--- config.mk ---
export PLATFORM = sky130hd
export DESIGN_NAME = pulse_peak_finder_flat
export DESIGN_NICKNAME = d
export VERILOG_FILES = /design/src/rtl/pulse_peak_finder_if.sv /design/src/rtl/pulse_peak_finder.sv /design/src/flat_wrapper.sv
export SDC_FILE = /design/constraint.sdc
export NUM_CORES = 1
export LEC_CHECK = 0
export ABC_CLOCK_PERIOD_IN_PS = 2700
export BUFFER_PORTS_ARGS = -buffer_cell sky130_fd_sc_hd__buf_4
export CAP_MARGIN = 40
export CORE_AREA = 2 2 147 149
export DETAILED_ROUTE_END_ITERATION = 10
export DIE_AREA = 0 0 149 151
export GPL_ROUTABILITY_DRIVEN = 0
export PLACE_DENSITY_LB_ADDON = 0.3
export SLEW_MARGIN = 20
export SYNTH_ARGS = -nofsm -noshare
export SYNTH_HDL_FRONTEND = slang
export SYNTH_SLANG_ARGS = --single-unit
--- constraint.sdc ---
create_clock -name clk -period 2.7 [get_ports clk]
set_clock_uncertainty 0.15 [all_clocks]
set_input_delay 0.135 -clock clk [delete_from_list [all_inputs] [get_ports clk]]
set_output_delay 0.135 -clock clk [all_outputs]
set_load 0.05 [all_outputs]
--- src/rtl/pulse_peak_finder_if.sv ---
// Sample-in / event-out bundle for pulse_peak_finder.
// master drives samples and readout ready; slave is the peak finder.
interface pulse_peak_finder_if #(
    parameter int DW         = 16,
    parameter int TW         = 16,
    parameter int FIFO_DEPTH = 4
);
    logic signed [DW-1:0]          in_data;
    logic                          in_valid;
    logic                          ev_ready;
    logic                          ev_valid;
    logic signed [DW-1:0]          ev_amp;
    logic [TW-1:0]                 ev_time;
    logic [7:0]                    ev_width;
    logic                          ev_pileup;
    logic                          ev_overflow;
    logic [$clog2(FIFO_DEPTH):0]   fifo_level;

    modport master (
        output in_data, in_valid, ev_ready,
        input  ev_valid, ev_amp, ev_time, ev_width, ev_pileup, ev_overflow, fifo_level
    );

    modport slave (
        input  in_data, in_valid, ev_ready,
        output ev_valid, ev_amp, ev_time, ev_width, ev_pileup, ev_overflow, fifo_level
    );
endinterface

--- src/rtl/pulse_peak_finder.sv ---
// Threshold pulse detector: peak amplitude/time/width per pulse, buffered in an event FIFO.
// Define PEAK_PILEUP_EN to build the valley tracker that flags pile-up.
module pulse_peak_finder #(
    parameter int DW         = 16,
    parameter int TW         = 16,
    parameter int THRESH     = 100,
    parameter int HYST       = 8,
    parameter int HOLDOFF    = 4,
    parameter int FIFO_DEPTH = 4
) (
    input  logic               clk,
    input  logic               reset,
    pulse_peak_finder_if.slave bus
);
    // state   | meaning
    // S_IDLE  | waiting for a sample at or above threshold
    // S_TRACK | inside a pulse, tracking peak and width
    // S_HOLD  | ignoring HOLDOFF valid samples after a pulse ends

    localparam int AW = $clog2(FIFO_DEPTH);
    localparam int LW = AW + 1;
    localparam int EW = DW + TW + 9;
    localparam logic signed [DW-1:0] THR       = DW'(THRESH);
    localparam logic [7:0]           HOLD_LOAD = (HOLDOFF == 0) ? 8'd0 : 8'(HOLDOFF - 1);

    typedef enum logic [1:0] {S_IDLE, S_TRACK, S_HOLD} state_t;

    state_t               state, state_nxt;
    logic signed [DW-1:0] sample;
    logic                 above;
    logic                 push_ev;
    logic [TW-1:0]        tcnt;
    logic signed [DW-1:0] peak_amp;
    logic [TW-1:0]        peak_time;
    logic [7:0]           width;
    logic [7:0]           hold_cnt;
    logic                 pile;

    assign sample = bus.in_data;
    assign above  = (sample >= THR);

    always_ff @(posedge clk) begin
        if (reset) state <= S_IDLE;
        else       state <= state_nxt;
    end

    always_comb begin
        state_nxt = state;
        push_ev   = 1'b0;
        if (bus.in_valid) begin
            case (state)
                S_IDLE:  if (above) state_nxt = S_TRACK;
                S_TRACK: if (!above) begin
                    push_ev   = 1'b1;
                    state_nxt = (HOLDOFF == 0) ? S_IDLE : S_HOLD;
                end
                S_HOLD:  if (hold_cnt == 8'd0) state_nxt = S_IDLE;
                default: state_nxt = S_IDLE;
            endcase
        end
    end

    // hold_cnt is a down-counter; the sample seen at terminal count 0 is the last one ignored
    always_ff @(posedge clk) begin
        if (reset) begin
            tcnt      <= '0;
            peak_amp  <= '0;
            peak_time <= '0;
            width     <= '0;
            hold_cnt  <= '0;
        end else if (bus.in_valid) begin
            tcnt <= tcnt + 1'b1;
            case (state)
                S_IDLE: if (above) begin
                    peak_amp  <= sample;
                    peak_time <= tcnt;
                    width     <= 8'd1;
                end
                S_TRACK: begin
                    if (above) begin
                        if (width != 8'hFF) width <= width + 8'd1;
                        if (sample > peak_amp) begin
                            peak_amp  <= sample;
                            peak_time <= tcnt;
                        end
                    end else begin
                        hold_cnt <= HOLD_LOAD;
                    end
                end
                S_HOLD: if (hold_cnt != 8'd0) hold_cnt <= hold_cnt - 8'd1;
                default: ;
            endcase
        end
    end

`ifdef PEAK_PILEUP_EN
    localparam logic signed [DW:0] HYST_X = (DW + 1)'(HYST);

    logic signed [DW-1:0] valley;
    logic signed [DW:0]   valley_x, sample_x, valley_hyst;

    // one extra bit so valley + HYST cannot wrap near full scale
    assign valley_x    = {valley[DW-1], valley};
    assign sample_x    = {sample[DW-1], sample};
    assign valley_hyst = valley_x + HYST_X;

    always_ff @(posedge clk) begin
        if (reset) begin
            valley <= '0;
            pile   <= 1'b0;
        end else if (bus.in_valid) begin
            case (state)
                S_IDLE: if (above) begin
                    valley <= sample;
                    pile   <= 1'b0;
                end
                S_TRACK: if (above) begin
                    if ((valley < peak_amp) && (sample_x > valley_hyst)) pile <= 1'b1;
                    if (sample > peak_amp)  valley <= sample;
                    else if (sample < valley) valley <= sample;
                end
                default: ;
            endcase
        end
    end
`else
    assign pile = 1'b0;
`endif

    logic [EW-1:0] mem [FIFO_DEPTH];
    logic [EW-1:0] head, push_data;
    logic [AW-1:0] wr_ptr, rd_ptr, rd_next;
    logic [LW-1:0] level;
    logic          overflow;
    logic          full, do_pop, do_push, drop;

    assign push_data = {peak_amp, peak_time, width, pile};
    assign full      = (level == LW'(FIFO_DEPTH));
    assign do_pop    = (level != '0) && bus.ev_ready;
    assign do_push   = push_ev && (!full || do_pop);
    assign drop      = push_ev && full && !do_pop;
    assign rd_next   = rd_ptr + 1'b1;

    always_ff @(posedge clk) begin
        if (do_push) mem[wr_ptr] <= push_data;
    end

    // head is a register copy of mem[rd_ptr], refreshed only on pop or push into empty
    always_ff @(posedge clk) begin
        if (reset) begin
            wr_ptr   <= '0;
            rd_ptr   <= '0;
            level    <= '0;
            head     <= '0;
            overflow <= 1'b0;
        end else begin
            if (do_push) wr_ptr <= wr_ptr + 1'b1;
            if (do_pop)  rd_ptr <= rd_next;
            if (drop)    overflow <= 1'b1;
            case ({do_push, do_pop})
                2'b10:   level <= level + 1'b1;
                2'b01:   level <= level - 1'b1;
                default: ;
            endcase
            if (do_pop) begin
                if (level == LW'(1)) head <= do_push ? push_data : '0;
                else                 head <= mem[rd_next];
            end else if (do_push && (level == '0)) begin
                head <= push_data;
            end
        end
    end

    assign bus.ev_valid    = (level != '0);
    assign bus.fifo_level  = level;
    assign bus.ev_overflow = overflow;
    assign bus.ev_amp      = head[EW-1 -: DW];
    assign bus.ev_time     = head[TW+8 -: TW];
    assign bus.ev_width    = head[8:1];
    assign bus.ev_pileup   = head[0];
endmodule

--- src/flat_wrapper.sv ---
// flat-port wrapper written by rule: the top's interface ports become plain ports
module pulse_peak_finder_flat 
#(
    parameter int DW         = 16,
    parameter int TW         = 16,
    parameter int THRESH     = 100,
    parameter int HYST       = 8,
    parameter int HOLDOFF    = 4,
    parameter int FIFO_DEPTH = 4
)
  (clk, reset, bus_in_data, bus_in_valid, bus_ev_ready, bus_ev_valid, bus_ev_amp, bus_ev_time, bus_ev_width, bus_ev_pileup, bus_ev_overflow, bus_fifo_level);
  pulse_peak_finder_if #(.DW(DW), .TW(TW), .FIFO_DEPTH(FIFO_DEPTH)) bus_i ();
  input  logic clk;
  input  logic reset;
  input wire logic [$bits(bus_i.in_data)-1:0] bus_in_data;
  input wire logic [$bits(bus_i.in_valid)-1:0] bus_in_valid;
  input wire logic [$bits(bus_i.ev_ready)-1:0] bus_ev_ready;
  output wire logic [$bits(bus_i.ev_valid)-1:0] bus_ev_valid;
  output wire logic [$bits(bus_i.ev_amp)-1:0] bus_ev_amp;
  output wire logic [$bits(bus_i.ev_time)-1:0] bus_ev_time;
  output wire logic [$bits(bus_i.ev_width)-1:0] bus_ev_width;
  output wire logic [$bits(bus_i.ev_pileup)-1:0] bus_ev_pileup;
  output wire logic [$bits(bus_i.ev_overflow)-1:0] bus_ev_overflow;
  output wire logic [$bits(bus_i.fifo_level)-1:0] bus_fifo_level;
  assign bus_i.in_data = bus_in_data;
  assign bus_i.in_valid = bus_in_valid;
  assign bus_i.ev_ready = bus_ev_ready;
  assign bus_ev_valid = bus_i.ev_valid;
  assign bus_ev_amp = bus_i.ev_amp;
  assign bus_ev_time = bus_i.ev_time;
  assign bus_ev_width = bus_i.ev_width;
  assign bus_ev_pileup = bus_i.ev_pileup;
  assign bus_ev_overflow = bus_i.ev_overflow;
  assign bus_fifo_level = bus_i.fifo_level;
  pulse_peak_finder #(.DW(DW), .TW(TW), .THRESH(THRESH), .HYST(HYST), .HOLDOFF(HOLDOFF), .FIFO_DEPTH(FIFO_DEPTH)) u_core (.clk(clk), .reset(reset), .bus(bus_i));
endmodule
Word-level counts from Yosys, hierarchy flattened
Memories as Yosys holds them, arrays and structs flattened.
Index checks and enable logic that the tools add are counted.
{ "word_totals": {"reg_bits": 115, "latchBits": 0, "ram_bits": 160, "input_bits": 20, "output_inout_bits": 46, "mem_bits_ro": 0, "mem_count": 1} }
{ "memory_table": {"columns": ["name", "words", "width", "read_ports", "rd_ports_with_merged_regs", "write_ports", "line_no", "rtl"], "rows": [
  ["u_core.mem", 4, 40, 1, 0, 1, "pulse_peak_finder.sv:130", "logic [EW-1:0] mem [FIFO_DEPTH];"]
]} }
{ "classes": {"mux": 29, "addsub": 7, "n_reduce_logical": 21, "bitwise": 0, "shifts": 0, "n_mul": 0, "order_cmp": 2, "div_mod_pow": 0, "eq_ne": 14} }
{ "ops": {"columns": ["operator", "count"], "rows": [
  ["$mux 41", 4],
  ["$mux 16", 6],
  ["$pmux 16 s2", 2],
  ["$mux 8", 5],
  ["$pmux 8 s2", 2],
  ["$add 16x1->16 const B", 1],
  ["$ge 16x8->1 const B", 1],
  ["$gt 16x16->1", 1],
  ["$ne 2x1->1 const B", 6],
  ["$reduce_and 5->1", 2],
  ["$add 8x1->8 const B", 1],
  ["$logic_not 8->1", 1],
  ["$ne 8x8->1 const B", 1],
  ["$reduce_and 4->1", 2],
  ["$reduce_bool 2->1", 4],
  ["$reduce_bool 8->1", 1],
  ["$sub 8x1->8 const B", 1],
  ["$mux 2", 3],
  ["$pmux 2 s3", 1],
  ["$pmux 3 s2", 1],
  ["$logic_and 1x1->1", 5],
  ["$mux 1", 5],
  ["$add 2x1->2 const B", 2],
  ["$eq 2x1->1 const B", 2],
  ["other kinds (11)", 13]
]} }

Depth between registers and ports, before layout
Gate-level depths: netlist (run 1).
{ "depth": {"word_depth": 8, "ltp_mapped": 11} }

Worst setup path after synthesis (run 1)
Ideal clock, no wire load.
{ "synth_timing": {"kind": "register to register", "startpoint": "reg u_core.level[0], in the netlist u_core.bus.fifo_level[0]", "endpoint": "mem u_core.mem[1][0] in the netlist's numbering (enable)", "t_required_ns": 2.149, "n_path_buf": 0, "slack_ns": -0.500, "stages_incl_launch_ff": 7, "arrival_time_ns": 2.649, "path_cell_list": "dfxtp_1 -> inv_1 -> ha_1 -> nand2_1 -> nor2_1 -> nor3_1 -> and2_1"} }
{ "synth_via": {"elab_chain_len": 6, "word_cells_on_any_way": 8, "classes_between": "eq/ne: 1; mux: 2; reduce/logical: 5"} }
{ "synth_lines": {"columns": ["element", "line_no", "rtl"], "rows": [
  ["start: declaration", "pulse_peak_finder.sv:133", "logic [LW-1:0] level;"],
  ["start signal: assignment", "pulse_peak_finder.sv:161", "2'b10: level <= level + 1'b1;"],
  ["start signal: assignment", "pulse_peak_finder.sv:162", "2'b01: level <= level - 1'b1;"],
  ["$eq 3x3->1 or $reduce_bool 3->1 (tied branches)", "pulse_peak_finder.sv:138, pulse_peak_finder.sv:139", null],
  ["$logic_not 1->1 or $logic_and 1x1->1 (tied branches)", "pulse_peak_finder.sv:140, pulse_peak_finder.sv:139", null],
  ["$logic_or 1x1->1 (*)", "pulse_peak_finder.sv:140", "assign do_push = push_ev && (!full || do_pop);"],
  ["$logic_and 1x1->1 (*)", "pulse_peak_finder.sv:140", null],
  ["$mux 1 (*)", "pulse_peak_finder.sv:145", "if (do_push) mem[wr_ptr] <= push_data;"],
  ["$mux 1 (implied by the code) (*)", "pulse_peak_finder.sv:145", null],
  ["end: declaration", "pulse_peak_finder.sv:130", null]
]} }
Mark *: on every way between the ends. The rest lies on a longest branch, timed or not.

Final worst setup path (run 1)
{ "layout_timing": {"startpoint": "reg u_core.peak_amp[15]", "endpoint": "reg u_core.peak_amp[14]"} }
{ "layout_via": {"elab_chain_len": 3} }
{ "layout_lines": {"columns": ["element", "line_no", "rtl"], "rows": [
  ["start: declaration", "pulse_peak_finder.sv:33", "logic signed [DW-1:0] peak_amp;"],
  ["start signal: assignment", "pulse_peak_finder.sv:75", "peak_amp <= sample;"],
  ["start signal: assignment", "pulse_peak_finder.sv:83", "peak_amp <= sample;"],
  ["$gt 16x16->1", "pulse_peak_finder.sv:82", "if (sample > peak_amp) begin"],
  ["$ne 2x1->1 (no source line)", null, null],
  ["$reduce_and 5->1 (no source line)", null, null]
]} }
No other way between the ends.
A chain may end at the register's enable or synchronous reset.

==> results of run 1 <==
[state kept, by name (all words and copies together) (netlist names)]
name and count:
u_core.bus.ev_overflow 1, u_core.bus.fifo_level 3, u_core.head 40, u_core.hold_cnt 8
u_core.mem 160, u_core.peak_amp 16, u_core.peak_time 16, u_core.rd_ptr 2
u_core.state 2, u_core.tcnt 16, u_core.width 8, u_core.wr_ptr 2
[layout make-up]
type	count	area share [%]
flip-flops and latches	274	52.4
multi-input cells	482	28.8
repair buffers	130	8.88
clock buffers	32	5.28
well taps	275	2.54
clock inverters	17	1.30
inverters	29	0.805
[power groups by stage]
stage	logic [mW]	clock network, mW	registers (mW)
after global placement	3.66	0	5.00
after floorplan	1.55	0	5.90
final	3.73	3.73	4.92
after detailed placement	3.70	0	5.01
after CTS	3.75	3.79	4.92
after global routing	3.99	3.95	4.96
[Yosys cell counts, types with 2 or more instances]
master / number
a31oi_1: 3
nand3_1: 11
mux2i_1: 34
nor3_1: 45
and2_1: 5
and4_1: 5
and3_1: 3
xnor2_1: 7
a311oi_1: 3
or3_1: 2
a221oi_1: 38
a211oi_1: 2
ha_1: 29
nand2b_1: 65
a21oi_1: 15
nor2b_1: 7
buf_2: 6
nand2_1: 20
nor4_1: 4
o21a_1: 3
buf_1: 4
inv_1: 29
nand4_1: 9
xor2_1: 23
clkbuf_1: 38
mux4_2: 40
dfxtp_1: 114
edfxtp_1: 160
o21ai_0: 4
nor2_1: 86
[metal layers]
| layer | part of all wire (%) | vias up | routed length (µm) |
|---|---|---|---|
| li1 | - | 3306 | - |
| met1 | 44 | 3519 | 10700 |
| met2 | 48 | 204 | 11700 |
| met3 | 6.1 | 24 | 1470 |
| met4 | 1.1 | 0 | 267 |
| met5 | 0 | - | 0 |
[cells by family after synthesis]
family                   count (synthesis)  synth area share [%]
AO/OA/AOI/OAI                           78                  5.36
flip-flops                             274                  63.0
AND/OR/NAND/NOR                        270                  12.3
buffers and inverters                   78                  2.70
other                                    1                0.0333
multiplexers                            74                  11.0
adder cells (fa/ha/maj)                 29                  3.22
XOR/XNOR                                30                  2.33
[worst paths after layout]
path | startpoint | endpoint | slack, ps | cells past startpoint
worst max register to register | u_core.peak_amp[15]$_SDFFE_PP0P_ | u_core.peak_amp[14]$_SDFFE_PP0P_ | 190 | 10
worst min-delay path | bus_in_data[8] | u_core.peak_amp[8]$_SDFFE_PP0P_ | 310 | 4
worst max-delay path | u_core.peak_amp[15]$_SDFFE_PP0P_ | u_core.peak_amp[14]$_SDFFE_PP0P_ | 190 | 10
worst min register to register | u_core.tcnt[15]$_SDFFE_PP0P_ | u_core.peak_time[15]$_SDFFE_PP0P_ | 330 | 2
[worst min-delay path, cell delays in order]
cell,delay [ps]
dlygate4sd3_1,530
buf_4,150
nand2b_1,60
mux2i_1,60
[what timing repair did]
action                                  CTS  global route
hold buffers                             20             0
buffers inserted                          0             0
endpoints found under the hold margin    40             0
endpoints found under the setup margin    0             0
[through the flow]
stage	hold slack [ps]	utilization [%]	power (mW)	setup WS, ps	std cells
2_1_floorplan	140	-	7.45	102	834
3_5_place_dp	287	59.7	8.71	227	1170
4_1_cts	287	65.0	12.5	210	1239
6_report	307	65.0	12.4	191	1239
3_3_place_gp	275	59.7	8.66	275	1170
5_1_grt	314	65.0	12.9	39.0	1239
==> results.py, run 1 <==
metrics = {
    "synthesis": {
        "synth_top_area_share_pct": 42.7,
        "yosysTopAreaCell": "edfxtp_1",
        "syn_inst": 834,
        "syn_nets": 883,
        "synth.distinct_cells": 50,
        "synth_warnings": 0,
        "async_flop_share_pct": 0,
        "synth_seq_area_share_pct": 63.0,
        "synth_area_um2": 11300,
        "netlist_top_cells_area": "edfxtp_1 (43%), dfxtp_1 (20%), mux4_2 (8.0%)",
        "synth-edff-count": 160,
        "synthFlopType": "edfxtp_1",
        "syn_area_per_cell_um2": 13.5,
        "ys_ff_latch": 274,
    },
    "clock_network": {
        "clockBufferDepth": 3,
        "htreeDepth": 1,
        "insertion_delay_ps": 520,
        "cts-root-buf": "clkbuf_16",
        "cts_tree": "done",
        "cts_resized": 0,
        "clk_pin_slew_worst_paths_ps": 70,
        "cts_made_buffers": 27,
        "clock-sinks": 274,
    },
    "layout": {
        "ff_latch_area_um2": 7090,
        "fill_cells": 1514,
        "fin_nets": 993,
        "drive_gt1_share_pct": 22.1,
        "num_antenna_cells": 0,
        "multiInputGateArea_um2": 3890,
        "layout_common_cells": "edfxtp_1 (160), dfxtp_1 (110), buf_4 (96)",
        "final_cell_area_um2": 13500,
        "area_growth_pct": 20.2,
        "final_common_cell": "edfxtp_1",
    },
    "grt": {
        "grt_pass1_wl_mm": 38.2,
        "use_met3_pct": 3.89,
        "grt_pass1_vias": 6998,
        "overflow": 0,
        "antenna_found_initial": 0,
        "grt_max_degree": 53,
        "grt_util_met2_pct": 36.4,
        "grtUsageMet1_pct": 30.7,
        "grt_use_total_pct": 22.0,
        "busiest_layer": "met2",
    },
    "sta": {
        "drv_slew": 0,
        "finalHoldViolCount": 0,
        "clock.fmax_ghz": 0.399,
        "grt_setup_unrepaired": "false",
        "period_needed_ps": 2510,
        "setup_tns_ps": 0,
        "final-setup-viol-count": 0,
        "finalCritPeriodShare_pct": 92.9,
    },
    "setup_path": {
        "endpoint_kind": "flip-flop",
        "path_cells": "inv_1 > ha_1 > nand4_1 > nor3_1 > o21a_1 > o41ai_1 > buf_4 > a21oi_4 > buf_4 > mux2i_1",
        "cp-start-kind": "flip-flop",
        "cp.arrival_ps": 2810,
        "crit_top_cell": "buf_4",
        "cp.required_ps": 3000,
        "crit_path_max_incr_delay_ps": 330,
        "cpLargestDelayFamily": "buffers and inverters",
        "slowest_stage": "dfxtp_1",
        "cp_max_fo": 13,
        "path_class": "reg2reg",
        "crit_buf_inv": 3,
    },
    "route": {
        "dr.pass1.iters": 5,
        "avgViaCountPerCell": 5.69,
        "drc_errors": 0,
        "routed_wl_mm": 24.1,
        "num_vias": 7053,
        "routedWlPerCell_um": 19.5,
        "drt-initial-drc-count": 578,
        "drtAntennaViolNets": 0,
    },
    "die": {
        "dieArea_um2": 22500,
        "dieHeight_um": 151,
        "initial_utilization_pct": 54.0,
        "die_w_um": 149,
        "rows": 53,
        "coreArea_um2": 20800,
        "pin_count": 66,
    },
    "hold_path": {
        "hold_path.class": "in2reg",
    },
    "pwr": {
        "cellInternalPower_mw": 8.20,
        "p_leak_nw": 4.78,
        "power.density_nw_per_um2": 915,
        "vdd_drop_max_mv": 0.627,
        "switching_share_pct": 33.7,
        "clkPwrFrac_pct": 30.1,
        "p_sw_mw": 4.17,
        "seqPwrFrac_pct": 39.8,
        "p_comb_share_pct": 30.1,
    },
    "placement": {
        "post_dp_cell_area_um2": 12400,
        "hpwl_mm": 14.9,
        "portBuffers": 64,
    },
    "status": {
        "status": "finished, final reports clean",
    },
    "flow_run": {
        "maxCapViolations": 0,
    },
}
No activity file was read; power rests on OpenSTA's default activity.
==> run 2: changes to the inputs <==
CELL_PAD_IN_SITES_DETAIL_PLACEMENT = 0   (was default)
CELL_PAD_IN_SITES_GLOBAL_PLACEMENT = 1   (was default)
CORE_AREA = 2 2 162 164   (was 2 2 147 149)
CTS_CLUSTER_SIZE = 16   (was default)
DIE_AREA = 0 0 164 166   (was 0 0 149 151)
GPL_TIMING_DRIVEN = 0   (was default)
==> run 2 against run 1 <==
Compared with the run above:
- clock power rose by 17%
- routed wire length is 8.2% higher
- count of clock-buffer cells in the layout is 6 higher
- global-route usage decreased by 3.0 points
- combinational power barely moved
- critical path depth rose by 1
- sequential share of layout area decreased by 0.45 points
- utilization shrank 12 points
- first-iteration DRC count decreased by 2.8%
- maximum frequency is 2.9% lower
- sequential cell count stayed put
- critical path type unchanged
- critical endpoint is now u_core.head[26]$_SDFFE_PP0P_
==> results.py, run 2 (synthesized netlist as in run 1, its figures left out) <==
metrics = {
    "clock_network": {
        "clk_pin_slew_worst_paths_ps": 60,
        "clockBufferDepth": 3,
        "cts-root-buf": "clkbuf_16",
        "cts_made_buffers": 29,
        "insertion_delay_ps": 540,
        "htreeDepth": 1,
        "clock-sinks": 274,
        "cts_tree": "done",
    },
    "layout": {
        "fin_cells": 1311,
        "regMostFlops": "u_core.mem",
        "drive_gt1_share_pct": 22.3,
        "layout_common_cells": "edfxtp_1 (160), dfxtp_1 (107), nor2_1 (85)",
        "largest_reg_flops": 160,
        "top_regs": "u_core.mem (160), u_core.head (40)",
        "area_growth_pct": 21.3,
        "final_common_cell": "edfxtp_1",
        "fin_nets": 1002,
        "num_antenna_cells": 0,
    },
    "hold_path": {
        "hold_depth": 7,
        "hold_path.class": "in2reg",
        "worstHoldStart": "bus_in_data[2]",
    },
    "pwr": {
        "power.density_nw_per_um2": 951,
        "clkPwrFrac_pct": 33.6,
        "cellInternalPower_mw": 8.70,
        "p_comb_share_pct": 28.6,
        "total_power_mw": 13.0,
        "switching_share_pct": 33.0,
        "p_sw_mw": 4.28,
        "p_leak_nw": 4.79,
        "seqPwrFrac_pct": 37.8,
        "vdd_drop_max_mv": 0.603,
    },
    "grt": {
        "grt_util_met2_pct": 30.4,
        "overflow": 0,
        "antenna_found_initial": 0,
        "grtUsageMet1_pct": 27.7,
        "grt_max_degree": 41,
        "use_met3_pct": 2.87,
        "grt_use_total_pct": 19.0,
        "busiest_layer": "met2",
        "grt_pass1_vias": 6931,
        "grt_pass1_wl_mm": 39.7,
    },
    "setup_path": {
        "r2r_start": "u_core.bus.fifo_level[0]$_SDFFE_PP0P_",
        "cp.required_ps": 2950,
        "rr_worst_depth": 11,
        "startpoint": "u_core.bus.fifo_level[0]$_SDFFE_PP0P_",
        "cp_max_fo": 10,
        "crit_end": "u_core.head[26]$_SDFFE_PP0P_",
        "cp-start-kind": "flip-flop",
        "path_class": "reg2reg",
        "worst_r2r_endpoint": "u_core.head[26]$_SDFFE_PP0P_",
        "endpoint_kind": "flip-flop",
        "cp.arrival_ps": 2830,
        "reg2reg_slack_ps": 120,
    },
    "route": {
        "drt-initial-drc-count": 562,
        "avgViaCountPerCell": 5.33,
        "num_vias": 6989,
        "drtAntennaViolNets": 0,
        "drc_errors": 0,
        "routedWlPerCell_um": 19.9,
        "routed_wl_mm": 26.1,
        "dr.pass1.iters": 5,
    },
    "sta": {
        "worst_slew_pin_slew_ps": 854,
        "slew_headroom_pct": 42.3,
        "setup_tns_ps": 0,
        "finalCritPeriodShare_pct": 95.7,
        "finalHoldViolCount": 0,
        "setup_ws_ps": 117,
        "clock.fmax_ghz": 0.387,
        "drv_slew": 0,
        "grt_setup_unrepaired": "true",
        "period_needed_ps": 2580,
        "final-setup-viol-count": 0,
    },
    "die": {
        "pin_count": 66,
        "die_w_um": 164,
        "dieHeight_um": 166,
        "initial_utilization_pct": 43.9,
        "rows": 59,
        "coreArea_um2": 25600,
        "dieArea_um2": 27200,
    },
    "placement": {
        "portBuffers": 63,
        "hpwl_mm": 16.6,
        "place_ws_ps": -693,
        "dp_cells": 1234,
    },
    "flow_run": {
        "maxCapViolations": 0,
    },
    "status": {
        "status": "finished, final reports clean",
    },
}
-- run 2: cell types whose count changed in the layout (fill, tap and decap cells not counted), moves of 8 or more --
cell      change
buf_4        -28
a221oi_1      -9
buf_12       -13
a221oi_2      +8
clkbuf_1     +29
-- run 2: critical path, stage by stage (launching register included) --
cell,delay [ps]
dfxtp_2,380
inv_1,90
ha_1,230
nor2b_4,150
inv_2,90
nand2_1,160
a31oi_1,190
inv_1,90
buf_2,210
buf_2,240
a221oi_1,360
nor3_1,90
-- run 2: what timing repair did --
action	in CTS	in global routing
hold buffers	18	0
pin swaps	1	3
endpoints found under the hold margin	21	0
resized for setup	20	36
cloned	0	2
buffers inserted	1	2
endpoints found under the setup margin	224	221
-- run 2: layer usage --
metal	vias to the layer above	part of all wire, %
li1	3350	-
met1	3421	46
met2	183	46
met3	35	5.8
met4	0	1.6
met5	-	0
-- run 2: worst min path at each step --
stage,endpoint,slack [ps]
finish,u_core.peak_amp[15]$_SDFFE_PP0P_,170
global route,u_core.peak_amp[15]$_SDFFE_PP0P_,280
CTS,u_core.peak_amp[15]$_SDFFE_PP0P_,150
detailed placement,u_core.peak_amp[8]$_SDFFE_PP0P_,290
global placement,u_core.peak_amp[6]$_SDFFE_PP0P_,280
floorplan,u_core.peak_amp[10]$_SDFFE_PP0P_,140
-- run 2: stage by stage --
stage	cell area [µm²]	utilization [%]	hold WS [ps]
4_1_cts	13500	52.7	151
3_3_place_gp	12200	47.4	283
2_1_floorplan	11300	-	140
6_report	13700	53.3	168
5_1_grt	13700	53.3	281
3_5_place_dp	12200	47.6	288
-- run 2: final cells by class --
| type | count | area [µm²] |
|---|---|---|
| well taps | 335 | 419 |
| inverters | 29 | 109 |
| flip-flops and latches | 274 | 7100 |
| fillers | 2128 | 12000 |
| clock buffers | 38 | 830 |
| repair buffers | 86 | 711 |
| plain buffers | 49 | 241 |
| clock inverters | 16 | 246 |
| multi-input cells | 484 | 4000 |
-- run 2: power groups by stage --
| stage | Combinational, mW | Sequential, mW | Clock (mW) |
|---|---|---|---|
| global route | 4.00 | 4.95 | 4.61 |
| CTS | 3.63 | 4.91 | 4.45 |
| global placement | 3.54 | 4.99 | 0 |
| finish | 3.72 | 4.91 | 4.36 |
| floorplan | 1.55 | 5.90 | 0 |
| detailed placement | 3.56 | 5.00 | 0 |
==> run 3: changes to the inputs <==
ABC_AREA = 1   (was default)
BUFFER_PORTS_ARGS = default   (was -buffer_cell sky130_fd_sc_hd__buf_4)
CORE_AREA = 2 2 170 172   (was 2 2 162 164)
DIE_AREA = 0 0 172 174   (was 0 0 164 166)
DONT_BUFFER_PORTS = 1   (was default)
TNS_END_PERCENT = 5   (was default)
==> run 3 against run 2 <==
Compared with the run above:
- combinational power down 22%
- hold slack got worse by 140 ps
- sequential share of layout area down 1.6 points
- sequential power up 22%
- global-route usage grew 3.4 points
- largest power group unchanged
- synthesized area up 7.8%
==> results.py, run 3 <==
metrics = {
    "route": {
        "dr.pass1.iters": 5,
        "drt-initial-drc-count": 646,
        "num_vias": 9201,
        "avgViaCountPerCell": 5.12,
        "routed_wl_mm": 32.6,
        "drtAntennaViolNets": 0,
        "drc_errors": 0,
        "routedWlPerCell_um": 18.1,
    },
    "sta": {
        "finalHoldViolCount": 0,
        "slew_headroom_pct": 49.2,
        "drv_slew": 0,
        "final-setup-viol-count": 0,
        "period_needed_ps": 2690,
        "grt_setup_unrepaired": "true",
        "setup_ws_ps": 10.6,
        "worst_slew_pin_slew_ps": 761,
        "finalCritPeriodShare_pct": 99.6,
        "whs_ps": 32.7,
        "clock.fmax_ghz": 0.372,
    },
    "synthesis": {
        "syn_inst": 1329,
        "synth_warnings": 0,
        "yosysTopAreaCell": "edfxtp_1",
        "synth.most_common_cell": "nand2_1",
        "syn_nets": 1378,
        "synth_top_area_share_pct": 39.6,
        "syn_area_per_cell_um2": 9.13,
        "synth-edff-count": 160,
        "synth_area_um2": 12100,
        "synthFlopType": "edfxtp_1",
        "netlist_top_cells_area": "edfxtp_1 (40%), dfxtp_1 (19%), nand2_1 (8.8%)",
        "synth_commonest_cells": "nand2_1 (285), edfxtp_1 (160), nor2_1 (149)",
        "async_flop_share_pct": 0,
        "ys_ff_latch": 274,
        "synth_seq_area_share_pct": 58.4,
        "synth.distinct_cells": 40,
    },
    "setup_path": {
        "cp.arrival_ps": 2790,
        "endpoint_kind": "flip-flop",
        "cp.required_ps": 2800,
        "rr_worst_depth": 11,
        "path_class": "reg2reg",
        "cp_max_fo": 18,
        "cp-start-kind": "flip-flop",
    },
    "pwr": {
        "power.density_nw_per_um2": 921,
        "vdd_drop_max_mv": 0.446,
        "p_leak_nw": 5.38,
    },
    "layout": {
        "finish.utilization_pct": 49.9,
        "top_regs": "u_core.mem (160), u_core.head (40)",
        "drive_gt1_share_pct": 10.3,
        "regMostFlops": "u_core.mem",
        "num_antenna_cells": 0,
        "area_growth_pct": 16.2,
        "largest_reg_flops": 160,
        "fin_nets": 1441,
        "final_common_cell": "nand2_1",
        "final_cell_area_um2": 14100,
        "layout_common_cells": "nand2_1 (284), edfxtp_1 (160), nor2_1 (145)",
    },
    "clock_network": {
        "cts_tree": "done",
        "insertion_delay_ps": 540,
        "htreeDepth": 1,
        "clk_pin_slew_worst_paths_ps": 60,
        "clock-sinks": 274,
        "cts_made_buffers": 29,
        "cts-root-buf": "clkbuf_16",
        "clockBufferDepth": 3,
    },
    "grt": {
        "grt_pass1_wl_mm": 51.3,
        "antenna_found_initial": 0,
        "overflow": 0,
        "grt_pass1_vias": 8990,
        "grt_use_total_pct": 22.4,
        "grt_max_degree": 21,
    },
    "die": {
        "dieHeight_um": 174,
        "initial_utilization_pct": 43.0,
        "dieArea_um2": 29900,
        "rows": 62,
        "pin_count": 66,
        "coreArea_um2": 28200,
        "die_w_um": 172,
    },
    "placement": {
        "place_ws_ps": -408,
        "hpwl_mm": 22.2,
        "portBuffers": 0,
        "post_dp_cell_area_um2": 12800,
    },
    "hold_path": {
        "hold_path.class": "in2reg",
        "hold_depth": 2,
    },
    "flow_run": {
        "maxCapViolations": 0,
    },
    "status": {
        "status": "finished, final reports clean",
    },
}
==> run 3: cell types whose count changed after synthesis, moves of 63 or more <==
cell,delta
inv_1,+66
o21ai_0,+129
nand2b_1,-65
nor2_1,+63
a21oi_1,+118
nand2_1,+265
==> run 3: layer usage <==
layer  vias up  routed length, µm  global-route usage [%]
met1      4314              14700                    30.2
li1       4618                  -                       -
met4         0                682                    5.32
met2       229              15500                    37.9
met5         -                  0                       0
met3        40               1690                    3.35
==> run 3: report_power, final <==
part / switching [mW] / total (mW) / internal (mW)
sequential: 1.18 / 5.97 / 4.79
clock: 1.63 / 4.11 / 2.48
combinational: 2.03 / 2.89 / 0.868
total: 4.84 / 13.0 / 8.14
==> run 3: cell type report <==
class                      instances  area, µm²
fill                            2675      14100
clock buffer                      38        810
tap                              384        480
clock inverter                    15        178
inverter                         105        394
timing repair buffer              30        413
buffer                            66        363
sequential                       274       7100
multi-input combinational        886       4360
==> run 3: worst paths after layout <==
kind,from,endpoint,slack [ps]
max reg2reg,u_core.bus.fifo_level[1]$_SDFFE_PP0P_,u_core.mem[3][32]$_DFFE_PP_,10
min reg2reg,u_core.hold_cnt[7]$_SDFFE_PP0P_,u_core.hold_cnt[7]$_SDFFE_PP0P_,320
min,reset,u_core.hold_cnt[5]$_SDFFE_PP0P_,30
max,u_core.bus.fifo_level[1]$_SDFFE_PP0P_,u_core.mem[3][32]$_DFFE_PP_,10
==> run 3: critical path: stages, from the launching register on <==
cell,delay (ps)
dfxtp_4,450
inv_1,120
ha_1,220
nand2_1,70
inv_1,50
nand2_1,100
nand3_4,130
buf_6,190
buf_6,180
nor2_4,330
buf_16,210
buf_16,180
==> run 3: through the flow <==
step | instances | power, mW | setup TNS [ps]
3_3_place_gp | 1713 | 8.86 | -102710
3_5_place_dp | 1719 | 8.89 | -37340
5_1_grt | 1798 | 13.6 | -1450
2_1_floorplan | 1329 | 7.89 | 0
4_1_cts | 1796 | 13.0 | 0
6_report | 1798 | 13.0 | 0
==> run 3: cells by family after synthesis <==
| logic type | after synthesis | synth area share (%) |
|---|---|---|
| compound gates | 330 | 13.9 |
| simple gates | 516 | 17.9 |
| fa+ha+maj | 29 | 2.99 |
| flops | 274 | 58.4 |
| buf+inv | 171 | 6.15 |
| xor+xnor | 8 | 0.578 |
| other cells | 1 | 0.0309 |
==> run 3: timing repair <==
| item | in CTS | in global routing |
|---|---|---|
| hold endpoints to repair | 50 | 0 |
| hold buffers | 20 | 0 |
| resized for setup | 10 | 4 |
| setup buffers | 2 | 2 |
| gates cloned | 2 | 0 |
| pin swaps | 2 | 1 |
| endpoints found under the setup margin | 188 | 42 |
